## src/rtl/opp_mc_pkg.sv

```systemverilog
// Shared types and helpers for the multi-channel output preprocessor.
package opp_mc_pkg;

  typedef enum logic [2:0] {
    ST_IDLE  = 3'd0,
    ST_MULT  = 3'd1,
    ST_ACC   = 3'd2,
    ST_LIMIT = 3'd3,
    ST_SEND  = 3'd4
  } state_e;

  localparam logic [2:0] PA_MAX  = 3'd0;
  localparam logic [2:0] PA_MIN  = 3'd1;
  localparam logic [2:0] PA_INIT = 3'd2;
  localparam logic [2:0] PA_MULT = 3'd3;
  localparam logic [2:0] PA_SLEW = 3'd4;

  // Signed saturation of a 64-bit intermediate into a w-bit signed range.
  function automatic logic signed [63:0] sat(input logic signed [63:0] v, input int w);
    logic signed [63:0] hi, lo;
    hi = (64'sd1 <<< (w - 1)) - 64'sd1;
    lo = -(64'sd1 <<< (w - 1));
    if (v > hi)      sat = hi;
    else if (v < lo) sat = lo;
    else             sat = v;
  endfunction

endpackage

```

## src/rtl/output_preprocessor_mc_if.sv

```systemverilog
// Sample, parameter and output bus of the multi-channel output preprocessor.
interface output_preprocessor_mc_if #(
  parameter int N_CHAN = 8,
  parameter int W_CHAN = (N_CHAN > 1) ? $clog2(N_CHAN) : 1,
  parameter int W_IN   = 18,
  parameter int W_OUT  = 16
);
  logic signed [W_IN-1:0]  data_in;
  logic [W_CHAN-1:0]       chan_in;
  logic                    data_valid_in;
  logic                    ready_out;
  logic [N_CHAN-1:0]       lock_en_in;
  logic                    param_wr_en_in;
  logic [W_CHAN-1:0]       param_chan_in;
  logic [2:0]              param_addr_in;
  logic [W_OUT-1:0]        param_data_in;
  logic                    update_en_in;
  logic                    update_in;
  logic signed [W_OUT-1:0] data_out;
  logic [W_CHAN-1:0]       chan_out;
  logic                    data_valid_out;
  logic                    chan_err_out;

  modport master (
    output data_in, chan_in, data_valid_in, lock_en_in, param_wr_en_in, param_chan_in,
           param_addr_in, param_data_in, update_en_in, update_in,
    input  ready_out, data_out, chan_out, data_valid_out, chan_err_out
  );

  modport slave (
    input  data_in, chan_in, data_valid_in, lock_en_in, param_wr_en_in, param_chan_in,
           param_addr_in, param_data_in, update_en_in, update_in,
    output ready_out, data_out, chan_out, data_valid_out, chan_err_out
  );
endinterface

```

## src/rtl/opp_param_bank.sv

```systemverilog
// Per-channel shadow/active parameter storage with atomic shadow-to-active copy.
module opp_param_bank
  import opp_mc_pkg::*;
#(
  parameter int N_CHAN     = 8,
  parameter int W_CHAN     = (N_CHAN > 1) ? $clog2(N_CHAN) : 1,
  parameter int W_OUT      = 16,
  parameter int W_MULT     = 8,
  parameter int OMAX_INIT  = 9999,
  parameter int OMIN_INIT  = 1111,
  parameter int OINIT_INIT = 5000,
  parameter int MULT_INIT  = 1,
  parameter int SLEW_INIT  = 0
) (
  input  logic                          clk_i,
  input  logic                          rst_n_i,
  input  logic                          wr_en_i,
  input  logic [W_CHAN-1:0]             wr_chan_i,
  input  logic [2:0]                    wr_addr_i,
  input  logic [W_OUT-1:0]              wr_data_i,
  input  logic                          copy_i,
  input  logic [W_CHAN-1:0]             rd_chan_i,
  output logic [W_OUT-1:0]              max_o,
  output logic [W_OUT-1:0]              min_o,
  output logic [W_OUT-1:0]              init_o,
  output logic [W_MULT-1:0]             mult_o,
  output logic [W_OUT-1:0]              slew_o,
  output logic [N_CHAN-1:0][W_OUT-1:0]  shd_init_o
);
  logic [N_CHAN-1:0][W_OUT-1:0]  smax_q, smin_q, sinit_q, sslew_q;
  logic [N_CHAN-1:0][W_OUT-1:0]  amax_q, amin_q, ainit_q, aslew_q;
  logic [N_CHAN-1:0][W_MULT-1:0] smult_q, amult_q;
  logic                          wr_ok;

  assign wr_ok = wr_en_i && (32'(wr_chan_i) < N_CHAN);

  // Copy reads the pre-edge shadow, so a same-cycle write lands in shadow only.
  always_ff @(posedge clk_i or negedge rst_n_i) begin
    if (!rst_n_i) begin
      for (int c = 0; c < N_CHAN; c++) begin
        smax_q[c]  <= W_OUT'(OMAX_INIT);   amax_q[c]  <= W_OUT'(OMAX_INIT);
        smin_q[c]  <= W_OUT'(OMIN_INIT);   amin_q[c]  <= W_OUT'(OMIN_INIT);
        sinit_q[c] <= W_OUT'(OINIT_INIT);  ainit_q[c] <= W_OUT'(OINIT_INIT);
        smult_q[c] <= W_MULT'(MULT_INIT);  amult_q[c] <= W_MULT'(MULT_INIT);
        sslew_q[c] <= W_OUT'(SLEW_INIT);   aslew_q[c] <= W_OUT'(SLEW_INIT);
      end
    end else begin
      if (wr_ok) begin
        case (wr_addr_i)
          PA_MAX:  smax_q[wr_chan_i]  <= wr_data_i;
          PA_MIN:  smin_q[wr_chan_i]  <= wr_data_i;
          PA_INIT: sinit_q[wr_chan_i] <= wr_data_i;
          PA_MULT: smult_q[wr_chan_i] <= wr_data_i[W_MULT-1:0];
          PA_SLEW: sslew_q[wr_chan_i] <= wr_data_i;
          default: ;
        endcase
      end
      if (copy_i) begin
        amax_q  <= smax_q;
        amin_q  <= smin_q;
        ainit_q <= sinit_q;
        amult_q <= smult_q;
        aslew_q <= sslew_q;
      end
    end
  end

  assign max_o      = amax_q[rd_chan_i];
  assign min_o      = amin_q[rd_chan_i];
  assign init_o     = ainit_q[rd_chan_i];
  assign mult_o     = amult_q[rd_chan_i];
  assign slew_o     = aslew_q[rd_chan_i];
  assign shd_init_o = sinit_q;

endmodule

```

## src/rtl/output_preprocessor_mc.sv

```systemverilog
// Time-multiplexed lock output preprocessor: multiply/accumulate, lock-disable, slew, clamp.
module output_preprocessor_mc
  import opp_mc_pkg::*;
#(
  parameter int N_CHAN     = 8,
  parameter int W_CHAN     = (N_CHAN > 1) ? $clog2(N_CHAN) : 1,
  parameter int W_IN       = 18,
  parameter int W_OUT      = 16,
  parameter int W_MULT     = 8,
  parameter int OMAX_INIT  = 9999,
  parameter int OMIN_INIT  = 1111,
  parameter int OINIT_INIT = 5000,
  parameter int MULT_INIT  = 1,
  parameter int SLEW_INIT  = 0
) (
  input logic                clk_in,
  input logic                reset_n_in,
  output_preprocessor_mc_if.slave bus
);
  state_e                       state_q;
  logic [W_CHAN-1:0]            ch_q, chan_out_q;
  logic signed [W_OUT-1:0]      lock_q, acc_q, data_out_q;
  logic                         dvo_q, err_q, pend_q;
  logic [N_CHAN-1:0][W_OUT-1:0] prev_q;

  logic [W_OUT-1:0]             a_max, a_min, a_init, a_slew;
  logic [W_MULT-1:0]            a_mult;
  logic [N_CHAN-1:0][W_OUT-1:0] shd_init;

  logic signed [W_OUT-1:0]      lock_in, prod_sat, sum_sat;
  logic signed [63:0]           prod_w, prev_w, sum_w, d_w, slew_w, max_w, min_w, lim_w;
  logic                         upd_req, copy, ready, chan_ok;

  assign upd_req = bus.update_in && bus.update_en_in;
  assign copy    = (state_q == ST_IDLE) && pend_q;
  assign ready   = (state_q == ST_IDLE) && !pend_q && !upd_req;
  assign chan_ok = 32'(bus.chan_in) < N_CHAN;

  generate
    if (W_OUT < W_IN) begin : g_trunc
      assign lock_in = bus.data_in[W_IN-1 -: W_OUT];
    end else begin : g_ext
      assign lock_in = W_OUT'($signed(bus.data_in));
    end
  endgenerate

  opp_param_bank #(
    .N_CHAN(N_CHAN), .W_CHAN(W_CHAN), .W_OUT(W_OUT), .W_MULT(W_MULT),
    .OMAX_INIT(OMAX_INIT), .OMIN_INIT(OMIN_INIT), .OINIT_INIT(OINIT_INIT),
    .MULT_INIT(MULT_INIT), .SLEW_INIT(SLEW_INIT)
  ) u_bank (
    .clk_i(clk_in), .rst_n_i(reset_n_in),
    .wr_en_i(bus.param_wr_en_in), .wr_chan_i(bus.param_chan_in),
    .wr_addr_i(bus.param_addr_in), .wr_data_i(bus.param_data_in),
    .copy_i(copy), .rd_chan_i(ch_q),
    .max_o(a_max), .min_o(a_min), .init_o(a_init), .mult_o(a_mult), .slew_o(a_slew),
    .shd_init_o(shd_init)
  );

  // All arithmetic at 64 bits; narrowing happens only through sat() or range-safe casts.
  always_comb begin
    prod_w   = 64'(lock_q) * 64'(signed'({1'b0, a_mult}));
    prod_sat = W_OUT'(sat(prod_w, W_OUT));
    prev_w   = 64'(signed'(prev_q[ch_q]));
    sum_w    = 64'(acc_q) + prev_w;
    sum_sat  = W_OUT'(sat(sum_w, W_OUT));
    d_w      = 64'(acc_q) - prev_w;
    slew_w   = signed'(64'(a_slew));
    max_w    = 64'(signed'(a_max));
    min_w    = 64'(signed'(a_min));
    lim_w    = 64'(acc_q);
    if (slew_w != 64'sd0 && (d_w > slew_w || d_w < -slew_w))
      lim_w = (d_w > 64'sd0) ? prev_w + slew_w : prev_w - slew_w;
    if (lim_w > max_w) lim_w = max_w;
    if (lim_w < min_w) lim_w = min_w;
  end

  always_ff @(posedge clk_in or negedge reset_n_in) begin
    if (!reset_n_in) begin
      state_q    <= ST_IDLE;
      ch_q       <= '0;
      lock_q     <= '0;
      acc_q      <= '0;
      data_out_q <= '0;
      chan_out_q <= '0;
      dvo_q      <= 1'b0;
      err_q      <= 1'b0;
      pend_q     <= 1'b0;
      for (int c = 0; c < N_CHAN; c++) prev_q[c] <= W_OUT'(OINIT_INIT);
    end else begin
      dvo_q <= 1'b0;
      err_q <= 1'b0;
      if (upd_req)   pend_q <= 1'b1;
      else if (copy) pend_q <= 1'b0;
      case (state_q)
        ST_IDLE: begin
          if (copy) prev_q <= shd_init;
          if (ready && bus.data_valid_in) begin
            if (chan_ok) begin
              ch_q    <= bus.chan_in;
              lock_q  <= lock_in;
              state_q <= ST_MULT;
            end else begin
              err_q <= 1'b1;
            end
          end
        end
        ST_MULT: begin
          acc_q   <= prod_sat;
          state_q <= ST_ACC;
        end
        ST_ACC: begin
          acc_q   <= bus.lock_en_in[ch_q] ? sum_sat : $signed(a_init);
          state_q <= ST_LIMIT;
        end
        ST_LIMIT: begin
          data_out_q <= W_OUT'(lim_w);
          state_q    <= ST_SEND;
        end
        ST_SEND: begin
          prev_q[ch_q] <= data_out_q;
          chan_out_q   <= ch_q;
          dvo_q        <= 1'b1;
          state_q      <= ST_IDLE;
        end
        default: state_q <= ST_IDLE;
      endcase
    end
  end

  assign bus.ready_out      = ready;
  assign bus.data_out       = data_out_q;
  assign bus.chan_out       = chan_out_q;
  assign bus.data_valid_out = dvo_q;
  assign bus.chan_err_out   = err_q;

endmodule
```

## src/flat_wrapper.sv

```systemverilog
// flat-port wrapper written by rule: the top's interface ports become plain ports
module output_preprocessor_mc_flat import opp_mc_pkg::*;
#(
  parameter int N_CHAN     = 8,
  parameter int W_CHAN     = (N_CHAN > 1) ? $clog2(N_CHAN) : 1,
  parameter int W_IN       = 18,
  parameter int W_OUT      = 16,
  parameter int W_MULT     = 8,
  parameter int OMAX_INIT  = 9999,
  parameter int OMIN_INIT  = 1111,
  parameter int OINIT_INIT = 5000,
  parameter int MULT_INIT  = 1,
  parameter int SLEW_INIT  = 0
)
  (clk_in, reset_n_in, bus_data_in, bus_chan_in, bus_data_valid_in, bus_lock_en_in, bus_param_wr_en_in, bus_param_chan_in, bus_param_addr_in, bus_param_data_in, bus_update_en_in, bus_update_in, bus_ready_out, bus_data_out, bus_chan_out, bus_data_valid_out, bus_chan_err_out);
  output_preprocessor_mc_if #(.N_CHAN(N_CHAN), .W_CHAN(W_CHAN), .W_IN(W_IN), .W_OUT(W_OUT)) bus_i ();
  input logic clk_in;
  input logic reset_n_in;
  input wire logic [$bits(bus_i.data_in)-1:0] bus_data_in;
  input wire logic [$bits(bus_i.chan_in)-1:0] bus_chan_in;
  input wire logic [$bits(bus_i.data_valid_in)-1:0] bus_data_valid_in;
  input wire logic [$bits(bus_i.lock_en_in)-1:0] bus_lock_en_in;
  input wire logic [$bits(bus_i.param_wr_en_in)-1:0] bus_param_wr_en_in;
  input wire logic [$bits(bus_i.param_chan_in)-1:0] bus_param_chan_in;
  input wire logic [$bits(bus_i.param_addr_in)-1:0] bus_param_addr_in;
  input wire logic [$bits(bus_i.param_data_in)-1:0] bus_param_data_in;
  input wire logic [$bits(bus_i.update_en_in)-1:0] bus_update_en_in;
  input wire logic [$bits(bus_i.update_in)-1:0] bus_update_in;
  output wire logic [$bits(bus_i.ready_out)-1:0] bus_ready_out;
  output wire logic [$bits(bus_i.data_out)-1:0] bus_data_out;
  output wire logic [$bits(bus_i.chan_out)-1:0] bus_chan_out;
  output wire logic [$bits(bus_i.data_valid_out)-1:0] bus_data_valid_out;
  output wire logic [$bits(bus_i.chan_err_out)-1:0] bus_chan_err_out;
  assign bus_i.data_in = bus_data_in;
  assign bus_i.chan_in = bus_chan_in;
  assign bus_i.data_valid_in = bus_data_valid_in;
  assign bus_i.lock_en_in = bus_lock_en_in;
  assign bus_i.param_wr_en_in = bus_param_wr_en_in;
  assign bus_i.param_chan_in = bus_param_chan_in;
  assign bus_i.param_addr_in = bus_param_addr_in;
  assign bus_i.param_data_in = bus_param_data_in;
  assign bus_i.update_en_in = bus_update_en_in;
  assign bus_i.update_in = bus_update_in;
  assign bus_ready_out = bus_i.ready_out;
  assign bus_data_out = bus_i.data_out;
  assign bus_chan_out = bus_i.chan_out;
  assign bus_data_valid_out = bus_i.data_valid_out;
  assign bus_chan_err_out = bus_i.chan_err_out;
  output_preprocessor_mc #(.N_CHAN(N_CHAN), .W_CHAN(W_CHAN), .W_IN(W_IN), .W_OUT(W_OUT), .W_MULT(W_MULT), .OMAX_INIT(OMAX_INIT), .OMIN_INIT(OMIN_INIT), .OINIT_INIT(OINIT_INIT), .MULT_INIT(MULT_INIT), .SLEW_INIT(SLEW_INIT)) u_core (.clk_in(clk_in), .reset_n_in(reset_n_in), .bus(bus_i));
endmodule
```

## config.mk

```make
export PLATFORM = sky130hd
export DESIGN_NAME = output_preprocessor_mc_flat
export DESIGN_NICKNAME = d
export VERILOG_FILES = /design/src/rtl/opp_mc_pkg.sv /design/src/rtl/output_preprocessor_mc_if.sv /design/src/rtl/opp_param_bank.sv /design/src/rtl/output_preprocessor_mc.sv /design/src/flat_wrapper.sv
export SDC_FILE = /design/constraint.sdc
export NUM_CORES = 2
export LEC_CHECK = 0
export ABC_AREA = 1
export CORE_ASPECT_RATIO = 0.6
export CORE_UTILIZATION = 57
export DETAILED_ROUTE_END_ITERATION = 16
export PLACE_DENSITY = 0.75
export SLEW_MARGIN = 20
export SYNTH_ARGS = -nofsm -noshare
export SYNTH_HDL_FRONTEND = slang
export SYNTH_SLANG_ARGS = --single-unit
```

## constraint.sdc

```tcl
create_clock -name clk_in -period 9.8 [get_ports clk_in]
set_input_delay 1.96 -clock clk_in [delete_from_list [all_inputs] [get_ports clk_in]]
set_output_delay 1.96 -clock clk_in [all_outputs]
set_load 0.02 [all_outputs]
```

==> impl.org <==
** Outcome
- The run finished with clean final reports.

** Logic synthesis
- Sequential cell area fraction in the yosys report :: 51.8%
- Synthesis produced a netlist with a net count of 8119.
- Synthesis inferred 1339 register bits.
- Netlist Area Pre-Place :: 65500 sq um
- Counting flops with an async set or reset pin after synthesis yields a share of 100%.
- In this run the mean area of a mapped cell was 8.43 sq um.
- Counting every instance in the synthesized netlist gives 7770.
- Yosys mapped a number of flops with a built-in enable equal to 0.
- Yosys Warn Count :: 0
- The most used flip-flop cell after synthesis is sky130_fd_sc_hd__dfrtp_1.
- Post-synthesis cell type count :: 62

** Global route
- The number of global-route vias before repair was 52418.
- Number of antenna violations at the first check in global routing :: 2
- GR Util All Layers :: 35.0%
- Entering global routing, the biggest net connects 257 pins.
- Wire length of the first global-routing pass :: 312000 microns
- Remaining Overflow, GRT :: 0

** Final layout
- Cells with a size suffix above 1 make up 14.1% of the layout.
- The number of antenna diodes in the final layout is 0.
- Area added between synthesis and finish :: 13.3%
- Nets :: 8253

** STA
- Count of final max-slew check failures :: 0
- Timing would allow up to 106 MHz.
- The worst path in the final design needs a cycle of 9.40 ns, including I/O delays and setup.
- Headroom to the max-slew limit came out at 22.5%.
- The final hold violation count came to 0.
- Final Skew :: 0.0829 ns
- Hold_ws :: 0.403 ns
- Of the available clock period, the critical path in the final layout requires 95.9%.
- Setup violations remaining at the end of the flow were counted as 0.
- For the pin with the worst max-slew slack, the measured transition is 1.16 ns.

** Route
- The first detailed-routing pass took 7 iterations.
- The count of nets left with antenna violations once routing finished came out at 0.
- Routed wire length :: 203000 microns
- In the routed design, unresolved DRC markers number 0.
- The detailed router finished its first iteration with 6540 violations.
- Overall via count from detail_route :: 55009
- Average vias per placed instance :: 5.78
- Routed length per instance :: 21.3 microns

** Run
- Max-capacitance violation count :: 0

** Floorplanning
- The floorplan has 95 rows.
- Measured along the x axis, the die boundary spans 440 microns.
- The region available for standard cell placement spans 113000 sq um.
- Pin placement for this block handled 79 I/O pins.
- Initial core utilization :: 58.0%
- Area of the die :: 116000 sq um
- Die height :: 265 microns

** Worst setup path
- STA classifies the critical path startpoint as a flop.
- Critical-path maximum fanout :: 15
- STA puts the critical path data arrival time at 10.05 ns.
- STA classifies the critical path endpoint as a flop.
- The worst setup path is of the flop to flop kind.
- Worst endpoint required time :: 10.46 ns
- Slowest CP cell :: sky130_fd_sc_hd__dfrtp_2
- The most numerous cell type found on the critical path is sky130_fd_sc_hd__nand2_1.
- CP max stage delay :: 0.43 ns

** Placed design
- During placement, the flow inserted port buffers numbering 75.
- Placed wire-length estimate after detailed placement :: 134000 microns
- The congestion estimate from routability-driven global placement came to 0.984.

** Clocking
- CTS Root Buffer Type :: sky130_fd_sc_hd__clkbuf_16
- CTS max path bufs :: 3
- The H-tree generated during clock tree synthesis spans 3 levels.
- Number of clock buffers inserted by TritonCTS :: 117
- Buffers inserted to repair hold after CTS numbered 0.
- The clock net in this run drives a total of 1339 sinks.
- After clock tree synthesis, the clock-pin slew on the worst setup and hold paths is 0.07 ns.
- TritonCTS built the clock tree.
- The later pin in the worst-skew pair is clocked with a latency of 0.77 ns.

** Hold path
- In this run the worst hold path is classified as flop to flop.
-- cells in the final DEF (no fill, tap or decap), types with 150 or more instances in the layout --
cell	Yosys	layout
sky130_fd_sc_hd__nor2_1	356	351
sky130_fd_sc_hd__nand2_1	2375	2348
sky130_fd_sc_hd__a21oi_1	264	246
sky130_fd_sc_hd__o21ai_0	1082	1055
sky130_fd_sc_hd__inv_1	830	817
sky130_fd_sc_hd__o22ai_1	150	150
sky130_fd_sc_hd__buf_4	6	360
sky130_fd_sc_hd__ha_1	187	182
sky130_fd_sc_hd__dfstp_2	360	360
sky130_fd_sc_hd__dfrtp_1	979	976
-- state kept, by name, summed over array words and instances (netlist names), 16 cells and up --
signal                    count
u_core.u_bank.smin_q        128
u_core.prev_q               128
u_core.u_bank.sslew_q       128
u_core.u_bank.ainit_q       128
u_core.u_bank.amult_q        64
u_core.u_bank.amax_q        128
u_core.u_bank.smult_q        64
u_core.lock_q                16
u_core.acc_q                 16
u_core.u_bank.smax_q        128
u_core.u_bank.aslew_q       128
u_core.u_bank.shd_init_o    128
u_core.bus.data_out          16
u_core.u_bank.amin_q        128
-- kinds of logic after synthesis --
group	synth area share [%]
buffers and inverters	7.71
other	0.00572
AO/OA/AOI/OAI	14.7
flip-flops	51.8
adder cells (fa/ha/maj)	6.78
AND/OR/NAND/NOR	18.0
XOR/XNOR	0.936
-- critical path, delay by kind of cell, from the launching register on --
family	cells	cell delay (ns)
AO/OA/AOI/OAI	8	1.55
XOR/XNOR	2	0.41
flip-flops	1	0.43
AND/OR/NAND/NOR	26	3.61
adder cells (fa/ha/maj)	4	1.18
buffers and inverters	17	2.02
-- through the flow --
step                util, %  setup TNS (ns)  instance area (sq um)  worst slack [ns]  instances
finish                 65.7               0                  74200             0.403       9510
global route           65.7          -0.992                  74200           -0.0785       9510
CTS                    65.2               0                  73600            0.0150       9495
detailed placement     61.6               0                  69600            0.0126       9273
global placement       61.6               0                  69600            0.0844       9273
floorplan                 -               0                  65500             0.198       7770
-- layer usage --
layer	GRT usage [%]	vias to the layer above	part of all wire [%]	wire, microns
met5	0.579	-	0.033	67
met2	48.5	2733	41	83100
met3	10.2	382	12	25300
met1	53.4	26646	44	88900
li1	-	25246	-	-
met4	9.34	2	2.7	5460
-- layout make-up --
class	count	area [sq um]
multi-input combinational	5130	27100
tap	1503	1880
sequential	1339	34000
timing repair buffer	470	4070
clock buffer	170	3420
clock inverter	52	607
fill	9217	38700
inverter	846	3200
-- synth_stat cells, drive strengths merged, types with 34 or more instances --
master	instances	share of area (%)
nand2	2399	14
o21ai	1131	8.6
dfrtp	979	37
inv	841	4.8
clkbuf	378	2.2
nor2	362	2.1
dfstp	360	14
a21oi	264	2.0
ha	187	3.6
o22ai	150	1.4
nand3	137	1.1
fa	105	3.2
a221oi	82	1.1
buf	77	0.68
xor2	52	0.69
a31oi	48	0.46
a22oi	40	0.46
nor3	34	0.29
-- worst paths after layout --
kind,from,endpoint,slack (ns),cells past startpoint
hold reg to reg,u_core.u_bank.smult_q[56],u_core.u_bank.amult_q[56],0.40,2
setup reg to reg,u_core.ch_q[1],u_core.bus.data_out[15],0.40,57
max in group asynchronous,reset_n_in,u_core.u_bank.amin_q[5],6.32,3
min in group asynchronous,reset_n_in,u_core.u_bank.aslew_q[20],1.16,1
setup / recovery,u_core.ch_q[1],u_core.bus.data_out[15],0.40,57
hold / removal,u_core.u_bank.smult_q[56],u_core.u_bank.amult_q[56],0.40,2
-- what timing repair did --
action,CTS,global route
gates cloned,0,3
gates resized for setup,2,132
pin swaps,1,46
setup buffers,0,11
setup endpoints to repair,16,16
Power is left out: the tool's default activity adds up to more than one toggle a clock period on the data nets, which glitch-free logic cannot reach.
